## config.mk

```make
export PLATFORM = sky130hd
export DESIGN_NAME = hexled_bank
export DESIGN_NICKNAME = d
export VERILOG_FILES = /design/src/rtl/hexled_bank.sv
export SDC_FILE = /design/constraint.sdc
export NUM_CORES = 1
export LEC_CHECK = 0
export BUFFER_PORTS_ARGS = -buffer_cell sky130_fd_sc_hd__buf_2
export CORE_MARGIN = 4
export CORE_UTILIZATION = 53
export CTS_CLUSTER_SIZE = 30
export DETAILED_ROUTE_END_ITERATION = 7
export HOLD_SLACK_MARGIN = 0.02
export PLACE_DENSITY = 0.81
export SYNTH_ARGS = -nofsm -noshare
export SYNTH_HDL_FRONTEND = slang
export SYNTH_SLANG_ARGS = --single-unit
```

## constraint.sdc

```tcl
create_clock -name i_clk -period 5.45 [get_ports i_clk]
set_clock_uncertainty 0.1 [all_clocks]
set_input_delay 1.09 -clock i_clk [delete_from_list [all_inputs] [get_ports i_clk]]
set_output_delay 1.09 -clock i_clk [all_outputs]
set_load 0.02 [all_outputs]
```

## src/rtl/hexled_bank.sv

```systemverilog
// hexled_bank: N-digit seven-segment driver (static + scanned); blinking built only with HEXLED_BLINK_EN
module hexled_bank #(
  parameter int NUM_DIGITS = 8,
  parameter int SCAN_DIV = 1000,
  parameter int BLINK_DIV = 25_000_000
) (
  input  logic                    i_clk,
  input  logic                    i_rst,
  input  logic [4*NUM_DIGITS-1:0] i_data,
  input  logic                    i_load,
  input  logic [NUM_DIGITS-1:0]   i_blank,
  input  logic                    i_lzs,
  input  logic [NUM_DIGITS-1:0]   i_blink,
  output logic [7*NUM_DIGITS-1:0] o_hex,
  output logic [6:0]              o_seg,
  output logic [NUM_DIGITS-1:0]   o_an,
  output logic                    o_frame
);
  localparam int IW = NUM_DIGITS > 1 ? $clog2(NUM_DIGITS) : 1;
  localparam int PW = SCAN_DIV > 1 ? $clog2(SCAN_DIV) : 1;
  localparam logic [6:0] SEG [16] = '{7'h40, 7'h79, 7'h24, 7'h30, 7'h19, 7'h12, 7'h02, 7'h78,
                                      7'h00, 7'h10, 7'h08, 7'h03, 7'h46, 7'h21, 7'h06, 7'h0E};
  logic [4*NUM_DIGITS-1:0] r_data;
  logic [NUM_DIGITS-1:0]   r_blank;
  logic                    r_lzs;
  logic [PW-1:0]           r_pre;
  logic [IW-1:0]           r_idx;
  logic                    r_wrap;
  logic                    w_tick;
  logic                    w_last;
  logic                    w_zero;
  logic [NUM_DIGITS-1:0]   w_blink_dark;
  logic [6:0]              w_dig [NUM_DIGITS];
  logic [7*NUM_DIGITS-1:0] w_hex;
  assign w_tick = r_pre == PW'(SCAN_DIV - 1);
  assign w_last = r_idx == IW'(NUM_DIGITS - 1);
`ifdef HEXLED_BLINK_EN
  localparam int BW = BLINK_DIV > 1 ? $clog2(BLINK_DIV) : 1;
  logic [NUM_DIGITS-1:0] r_blink;
  logic [BW-1:0]         r_bcnt;
  logic                  r_phase;
  always_ff @(posedge i_clk)
    if (i_rst) begin
      r_blink <= '0;
      r_bcnt  <= '0;
      r_phase <= 1'b0;
    end else begin
      if (i_load) r_blink <= i_blink;
      r_bcnt  <= (r_bcnt == BW'(BLINK_DIV - 1)) ? '0 : r_bcnt + BW'(1);
      r_phase <= (r_bcnt == BW'(BLINK_DIV - 1)) ? ~r_phase : r_phase;
    end
  assign w_blink_dark = r_phase ? r_blink : '0;
`else
  logic w_unused_blink;
  assign w_unused_blink = ^i_blink ^ (BLINK_DIV == 0);
  assign w_blink_dark = '0;
`endif
  // walk from the top digit down so w_zero means "this nibble and all above are zero"
  always_comb begin
    w_zero = 1'b1;
    w_hex = '0;
    for (int k = NUM_DIGITS - 1; k >= 0; k--) begin
      w_zero = w_zero & (r_data[4*k +: 4] == 4'd0);
      w_dig[k] = (r_blank[k] | (r_lzs & w_zero & (k != 0)) | w_blink_dark[k]) ? 7'h7F : SEG[r_data[4*k +: 4]];
      w_hex[7*k +: 7] = w_dig[k];
    end
  end
  always_ff @(posedge i_clk)
    if (i_rst) begin
      r_data  <= '0;
      r_blank <= '1;
      r_lzs   <= 1'b0;
      r_pre   <= '0;
      r_idx   <= '0;
      r_wrap  <= 1'b0;
      o_hex   <= '1;
      o_seg   <= '1;
      o_an    <= '1;
      o_frame <= 1'b0;
    end else begin
      if (i_load) begin
        r_data  <= i_data;
        r_blank <= i_blank;
        r_lzs   <= i_lzs;
      end
      r_pre   <= w_tick ? '0 : r_pre + PW'(1);
      r_idx   <= w_tick ? (w_last ? '0 : r_idx + IW'(1)) : r_idx;
      r_wrap  <= w_tick & w_last;
      o_hex   <= w_hex;
      o_seg   <= w_dig[r_idx];
      o_an    <= ~(NUM_DIGITS'(1) << r_idx);
      o_frame <= r_wrap;
    end
endmodule

```

; ---- After elaboration in Yosys (flattened, before gate mapping)
; Memories as Yosys holds them, arrays and structs flattened.
; Cells that the tools add are included.
; W data, S select, Z words.
[classes]
n_mux = 28
addsub = 2
magnitude_cmp = 9
n_reduce_logical = 8
shift = 1
n_eq_ne = 2
bitwise_logic = 31
[ops]
columns = op, count
row1 = $mux W7, 26
row2 = $ge A5 B5 Y1 const B, 8
row3 = $not A4 Y5, 8
row4 = $logic_not A4 Y1, 7
row5 = $bmux W7 S3, 1
row6 = $and A1 B1 Y1, 14
row7 = $add A10 B1 Y10 const B, 1
row8 = $eq A10 B10 Y1 const B, 1
row9 = $not A8 Y8, 1
row10 = $shl A1 B3 Y8 const A, 1
row11 = $or A1 B1 Y1, 7
row12 = $ge A4 B4 Y1 const B, 1
row13 = $not A3 Y4, 1
row14 = $add A3 B1 Y3 const B, 1
row15 = $eq A3 B3 Y1 const B, 1
row16 = $mux W3, 1
row17 = $reduce_or A2 Y1, 1
[totals]
mem_bits_ro = 896
regBits = 127
mem_count = 8
in_bits = 52
out_inout_bits = 72
elab_cells = 99
[mem_list]
columns = memory, depth, width, rd, rd_ports_with_merged_regs, wr, line_no
row1 = (no name shown), 16, 7, 1, 0, 0, 64  ; w_dig[k] = (r_blank[k] | (r_lzs & w_zero & (k != 0)) | w_blink_dark[k]) ? 7'h7F : SEG[r_data[4*k +: 4]];
row2 = (no name shown), 16, 7, 1, 0, 0, 64
row3 = (no name shown), 16, 7, 1, 0, 0, 64
row4 = (no name shown), 16, 7, 1, 0, 0, 64
row5 = (no name shown), 16, 7, 1, 0, 0, 64
row6 = (no name shown), 16, 7, 1, 0, 0, 64
row7 = 2 more memories, n/a, n/a, n/a, n/a, n/a, n/a

; ---- Longest topological paths before layout
; Gate-level depths: netlist (run 1).
[depth]
ltp_word = 13
depth_mapped = 10
depth_no_buf = 8

; ---- Least setup slack after synthesis (run 1)
; No wires, ideal clock.
[synth_path]
kind = flip-flop to flip-flop
start = reg r_data[28]
end = reg o_seg[2]
arrival_ns = 2.064
required_time_ns = 5.234
setup_slack_ns = 3.170
setup_time_ns = 0.116
n_path_buf = 1
path_stages_with_launch = 10
cell_sequence = dfxtp_1 inv_1 ha_1 nor4bb_2 buf_4 and3_1 nor3_1 and3_1 o22ai_1 a31o_2
[synth_between]
elab_chain_len = 13
elab_cells_between_ends = 35
classes_between = 12 x mux / 21 x bitwise / 1 x reduce/logical / 1 x memory
[synth_rtl]
columns = item, line_no
row1 = start: declaration, 23  ; logic [4*NUM_DIGITS-1:0] r_data;
row2 = start signal: assignment, 82  ; r_data <= i_data;
row3 = $logic_not A4 Y1, 63  ; w_zero = w_zero & (r_data[4*k +: 4] == 4'd0);
row4 = $and A1 B1 Y1 (6 in series), 63
row5 = $and A1 B1 Y1, 64
row6 = $or A1 B1 Y1, 64
row7 = $mux W7, 64
row8 = $bmux W7 S3 (*), 90  ; o_seg <= w_dig[r_idx];
row9 = $mux W7 (not written as such) (*) (2 in series), 90
row10 = end signal: assignment, 90
row11 = end: declaration, 15  ; output logic [6:0] o_seg,
; Mark *: on every way between the ends. The rest lies on a longest branch, timed or not. The select of a mux whose other input is x is not followed.
; A chain may end at the register's enable or synchronous reset.

; ---- Final worst setup path (run 1)
[layout_path]
start = reg r_data[28]
end = reg o_seg[0]
; Same word-level chain as after synthesis.

==> results of run 1 <==
routing by layer:
metal	vias to the layer above	GRT usage, %	part of all wire (%)
met2	229	33.6	45
met4	0	9.56	2.2
met5	-	0	0
li1	2695	-	-
met3	26	6.27	8.5
met1	2479	30.5	44
path summary, 6_finish.rpt:
| kind | from | end | slack [ns] | cells past startpoint |
|---|---|---|---|---|
| worst max-delay path | r_data[28] | o_seg[0] | 2.54 | 9 |
| worst min-delay path | r_wrap | o_frame | 0.34 | 1 |
| worst max register to register | r_data[28] | o_seg[0] | 2.54 | 9 |
| worst min register to register | r_wrap | o_frame | 0.34 | 1 |
per-stage QoR:
step / total power [W] / worst slack (ns)
finish: 0.00240 / 2.54
global route: 0.00250 / 2.38
CTS: 0.00241 / 2.58
detailed placement: 0.00132 / 2.39
global placement: 0.00132 / 2.40
floorplan: 0.00124 / 3.17
worst max-delay path, stage by stage, from the launching register on:
cell and delay (ns):
sky130_fd_sc_hd__dfxtp_1 0.37, sky130_fd_sc_hd__inv_1 0.13, sky130_fd_sc_hd__ha_1 0.22, sky130_fd_sc_hd__nor4bb_2 0.31, sky130_fd_sc_hd__buf_4 0.22, sky130_fd_sc_hd__nand4_4 0.18, sky130_fd_sc_hd__o31ai_2 0.68, sky130_fd_sc_hd__nor3_1 0.13
sky130_fd_sc_hd__nor3_1 0.33, sky130_fd_sc_hd__nand4bb_1 0.17
area by class of cell:
cell class | count | area (um^2)
fillers | 947 | 4340
multi-input cells | 518 | 3640
flip-flops and latches | 127 | 2540
repair buffers | 119 | 606
clock buffers | 19 | 433
well taps | 147 | 184
clock inverters | 13 | 140
inverters | 34 | 128
placed cells by master (no fill, tap or decap), drive strengths merged, types with 9 or more instances in the layout:
master / Yosys / layout
ha: 49 / 49
inv: 34 / 36
a21oi: 18 / 18
nor2b: 13 / 13
dfxtp: 127 / 127
nand3: 10 / 10
buf: 16 / 119
nor2: 94 / 94
nand2: 76 / 76
o21ai: 27 / 27
clkbuf: 24 / 19
nor3: 17 / 17
mux2i: 58 / 58
or3: 11 / 11
nand2b: 19 / 19
a22oi: 9 / 9
where the power goes:
part	switching [W]	total [W]	leakage [nW]	internal (W)
clock network	0.000421	0.00109	0.270	0.000672
logic	0.000169	0.000293	1.88	0.000124
registers	0.0000480	0.00102	1.04	0.000967
cells in the mapped netlist, drive strengths merged, types with 13 or more instances:
cell type and n:
nor2b 13, o21ai 27, a21oi 18, dfxtp 127, nor2 94, buf 16, clkbuf 24, mux2i 58
ha 49, nand2b 19, nand2 76, inv 34, nor3 17
flip-flops by register name, indices dropped and copies added (netlist names):
signal / flops
o_an: 8
r_lzs: 1
o_frame: 1
o_hex: 56
o_seg: 7
r_blank: 8
r_wrap: 1
r_data: 32
r_idx: 3
r_pre: 10
kinds of logic (layout without fill, tap and decap cells):
| family | count (synthesis) | count (layout) | share of synthesized area (%) |
|---|---|---|---|
| AOI/OAI and AO/OA | 117 | 117 | 12.9 |
| adders and majority gates | 49 | 49 | 9.46 |
| xor gates and xnor gates | 8 | 8 | 1.08 |
| muxes | 72 | 72 | 12.4 |
| buffers and inverters | 74 | 185 | 4.58 |
| and+or+nand+nor | 272 | 272 | 20.3 |
| DFF | 127 | 127 | 39.2 |
==> flow_metrics.env, run 1 <==
export IMPL_stdcell_count=977
export IMPL_cts_repair_timing_setup_buffer_count=0
export IMPL_grt_pass1_wl_um=25500
export IMPL_chipWidth_um=119
export IMPL_critical_path_peak_fanout=11
export IMPL_root_buffer="sky130_fd_sc_hd__clkbuf_16"
export IMPL_port_buffer_count=115
export IMPL_setup_viol=0
export IMPL_drive_above_1_share_pct=21.9
export IMPL_fmax_mhz=344
export IMPL_setup_repair_after_global_routing_missed_its_margin="false"
export IMPL_placedInstanceArea_um2=7100
export IMPL_crit_arrival_ns=3.18
export IMPL_drt_wirelength_per_cell_um=15.8
export IMPL_synth_sequential_area_ratio_pct=39.2
export IMPL_netlist_top_cell_by_area="sky130_fd_sc_hd__dfxtp_1"
export IMPL_drtIter0Drc=459
export IMPL_post_route_min_period_ns=2.91
export IMPL_grt_use_total_pct=22.5
export IMPL_drc_violations_left=0
export IMPL_placedCellCount=945
export IMPL_ys_flop_type="sky130_fd_sc_hd__dfxtp_1"
export IMPL_start_util_pct=53.9
export IMPL_vias=5429
export IMPL_grt_max_degree=43
export IMPL_antenna_violations_before_repair=0
export IMPL_first_pass_iteration_count_of_the_detailed_router=5
export IMPL_run_status="finished, final reports clean"
export IMPL_synth_top_area_share_pct=39.2
export IMPL_vias_per_cell=5.56
export IMPL_ffs_w_async_s_r_synth_pct=0
export IMPL_antenna_cells=0
export IMPL_finalInstanceArea_um2=7670
export IMPL_floorplan_rows=40
export IMPL_drv_slew=0
export IMPL_areaGrowthSynthToFinish_pct=18.4
export IMPL_h_tree_depth=4
export IMPL_synth_cell_types=63
export IMPL_max_slew_margin_rel_pct=43.3
export IMPL_synth_enable_flop_cells=0
export IMPL_cellPowerDensity_nw_per_um2=313
export IMPL_floorplan_core_area_um2=12000
export IMPL_globalRoute_totalOverflow=0
export IMPL_path_clk_slew_ns=0.06
export IMPL_timing_hold_ws_ns=0.340
export IMPL_netlist_area_before_placement_um2=6480
export IMPL_timing_final_crit_share_pct=53.4
export IMPL_cap_viol_max_count=0
export IMPL_avgSynthCellArea_um2=9.01
export IMPL_static_leakage_power_nw=3.19
export IMPL_first_global_vias=5079
export IMPL_holdBufCountCts=0
export IMPL_die_area_um2=14100
export IMPL_max_ir_drop_vdd_uv=210
export IMPL_die_height_um=119
export IMPL_min_delay_path_class="reg2reg"
export IMPL_endpoint_kind="flip-flop"
export IMPL_cts_resized=0
export IMPL_worstMarginPinSlew_ns=0.844
export IMPL_globalplace_congestion=0.929
export IMPL_yosysWarningCount=0
export IMPL_cts_buffers=17
export IMPL_hold_violations=0
export IMPL_synth_fp_nets=820
export IMPL_synth_top_cells_by_area="sky130_fd_sc_hd__dfxtp_1 (39%), sky130_fd_sc_hd__ha_1 (9.5%), sky130_fd_sc_hd__mux2i_1 (9.0%), sky130_fd_sc_hd__nor2_1 (5.4%), sky130_fd_sc_hd__nand2_1 (4.4%)"
export IMPL_post_route_util_pct=63.9
export IMPL_cts_path_max_buffers=2
export IMPL_required_ns=5.72
export IMPL_pin_count=124
export IMPL_tns_ns=0
export IMPL_detailed_place_hpwl_um=11200
export IMPL_cts_num_sinks=127
export IMPL_detail_route_wirelength_um=15400
export IMPL_critPathKind="reg2reg"
export IMPL_ys_seq_elements=127
export IMPL_routed_antenna_nets=0
export IMPL_clk_insertion_delay_late_ns=0.43
export IMPL_final_nets=918
export IMPL_nature_of_the_critical_path_startpoint="flip-flop"
export IMPL_synthesis_instances=719
export IMPL_cts_tree="built"
Power figures use the tool's default switching activity.
==> inputs of run 2 (changes only) <==
CORE_UTILIZATION = 50   (was 53)
PLACE_DENSITY = 0.8   (was 0.81)
clock period = 2.53 ns   (was 5.45 ns; I/O delays follow)
==> run 2 against run 1 <==
- via count up 4.1%
- sequential share of layout area down 1.6 points
- first-iteration DRC count up 3.7%
- sequential power up 110%
- final area up 5.1%
- largest power group unchanged
==> flow_metrics.env, run 2 (synthesis results as in run 1) <==
export IMPL_path_clk_slew_ns=0.06
export IMPL_fmax_mhz=410
export IMPL_finalPower_w=0.00551
export IMPL_grt_max_degree=30
export IMPL_cellPowerDensity_nw_per_um2=683
export IMPL_antenna_violations_before_repair=0
export IMPL_max_slew_margin_rel_pct=63.7
export IMPL_chipWidth_um=122
export IMPL_nature_of_the_critical_path_startpoint="flip-flop"
export IMPL_pre_cts_ws_ns=0.109
export IMPL_drc_violations_left=0
export IMPL_detail_route_wirelength_um=16600
export IMPL_antenna_cells=0
export IMPL_routed_antenna_nets=0
export IMPL_power_share_sequential_pct=39.2
export IMPL_layout_cells_most_common="sky130_fd_sc_hd__dfxtp_1"
export IMPL_globalplace_congestion=0.943
export IMPL_internal_power_w=0.00413
export IMPL_cap_viol_max_count=0
export IMPL_final_nets=946
export IMPL_critical_path_peak_fanout=8
export IMPL_drv_slew=0
export IMPL_power_frac_clock_pct=47.7
export IMPL_clk_insertion_delay_late_ns=0.42
export IMPL_crit_arrival_ns=2.68
export IMPL_timing_final_crit_share_pct=96.5
export IMPL_post_route_min_period_ns=2.44
export IMPL_cts_path_max_buffers=2
export IMPL_drt_wirelength_per_cell_um=16.1
export IMPL_start_util_pct=51.1
export IMPL_h_tree_depth=4
export IMPL_worstMarginPinSlew_ns=0.542
export IMPL_p_sw_w=0.00138
export IMPL_vias=5653
export IMPL_first_pass_iteration_count_of_the_detailed_router=5
export IMPL_port_buffer_count=115
export IMPL_cts_tree="built"
export IMPL_final_critical_path_setup_slack_ns=0.0894
export IMPL_critPathKind="reg2reg"
export IMPL_drive_above_1_share_pct=25.4
export IMPL_switching_share_pct=25.0
export IMPL_detailed_place_hpwl_um=11700
export IMPL_cts_buffers=17
export IMPL_drtIter0Drc=476
export IMPL_largest_registers="o_hex x56, r_data x32, r_pre x10"
export IMPL_timing_hold_ws_ns=0.217
export IMPL_max_ir_drop_vdd_uv=457
export IMPL_pin_count=124
export IMPL_grt_use_total_pct=22.8
export IMPL_post_route_util_pct=63.7
export IMPL_die_area_um2=14800
export IMPL_cts_num_sinks=127
export IMPL_run_status="finished, final reports clean"
export IMPL_layout_cells_most_common_list="sky130_fd_sc_hd__dfxtp_1 (126), sky130_fd_sc_hd__buf_2 (115), sky130_fd_sc_hd__nor2_1 (94)"
export IMPL_globalRoute_totalOverflow=0
export IMPL_hold_violations=0
export IMPL_largest_register_ff_count=56
export IMPL_vias_per_cell=5.49
export IMPL_first_global_vias=5248
export IMPL_endpoint_kind="flip-flop"
export IMPL_grt_pass1_wl_um=26300
export IMPL_root_buffer="sky130_fd_sc_hd__clkbuf_16"
export IMPL_floorplan_core_area_um2=12700
export IMPL_areaGrowthSynthToFinish_pct=24.5
export IMPL_static_leakage_power_nw=3.39
export IMPL_floorplan_rows=41
export IMPL_power_frac_comb_pct=13.2
export IMPL_largest_register="o_hex"
export IMPL_min_delay_path_class="in2reg"
export IMPL_required_ns=2.77
export IMPL_die_height_um=122
export IMPL_setup_viol=0
[run 2: changes by cell type in the layout (fill, tap and decap cells not counted), sizes merged]
cell           delta
inv               -2
clkdlybuf4s15     +1
clkbuf            +3
bufinv            +2
clkinv            -2
buf              +27
clkinvlp          -1
[run 2: cell type report]
class | count | area [um^2]
Fill cell | 1045 | 4600
Multi-Input combinational cell | 518 | 3710
Sequential cell | 127 | 2540
Timing Repair Buffer | 147 | 832
Clock buffer | 22 | 484
Tap cell | 172 | 215
Clock inverter | 10 | 158
Inverter | 34 | 128
[run 2: layer usage]
layer / vias to the layer above / track usage (%) / wire, um
met2: 213 / 36.1 / 7680
met4: 0 / 9.66 / 445
li1: 2752 / - / -
met1: 2653 / 29.7 / 7400
met5: - / 0 / 0
met3: 35 / 5.43 / 1070
[run 2: timing repair]
item / CTS / global route
setup buffers: 0 / 1
gates resized for setup: 0 / 13
hold endpoints to repair: 0 / 0
setup endpoints to repair: 0 / 7
hold buffers: 0 / 0
[run 2: worst max-delay path, stage by stage, from the launching register on]
cell	delay, ns
sky130_fd_sc_hd__dfxtp_1	0.30
sky130_fd_sc_hd__inv_1	0.13
sky130_fd_sc_hd__ha_4	0.17
sky130_fd_sc_hd__nor4bb_4	0.29
sky130_fd_sc_hd__buf_4	0.19
sky130_fd_sc_hd__nand4_4	0.21
sky130_fd_sc_hd__nor3_4	0.26
sky130_fd_sc_hd__nor3_1	0.09
sky130_fd_sc_hd__a221o_1	0.39
sky130_fd_sc_hd__a32oi_1	0.20
[run 2: metrics by stage]
stage | std cells | setup TNS [ns] | area [um^2]
floorplan | 719 | 0 | 6480
detailed placement | 996 | 0 | 7340
CTS | 1028 | 0 | 7980
global placement | 996 | 0 | 7340
global route | 1030 | -0.0125 | 8070
finish | 1030 | 0 | 8070
[run 2: power by group through the flow]
| stage | Sequential (W) | Clock (W) | Combinational (W) |
|---|---|---|---|
| 3_5_place_dp | 0.00220 | 0 | 0.000693 |
| 5_1_grt | 0.00217 | 0.00275 | 0.000796 |
| 2_1_floorplan | 0.00222 | 0 | 0.000442 |
| 4_1_cts | 0.00215 | 0.00266 | 0.000703 |
| 3_3_place_gp | 0.00219 | 0 | 0.000682 |
| 6_report | 0.00216 | 0.00263 | 0.000726 |
[run 2: worst paths after layout]
| kind | from | end | slack [ns] | cells after the start |
|---|---|---|---|---|
| worst min-delay path | i_blank[6] | r_blank[6] | 0.22 | 3 |
| worst max-delay path | r_data[28] | o_seg[5] | 0.09 | 9 |
| worst min register to register | r_wrap | o_frame | 0.34 | 1 |
| worst max register to register | r_data[28] | o_seg[5] | 0.09 | 9 |
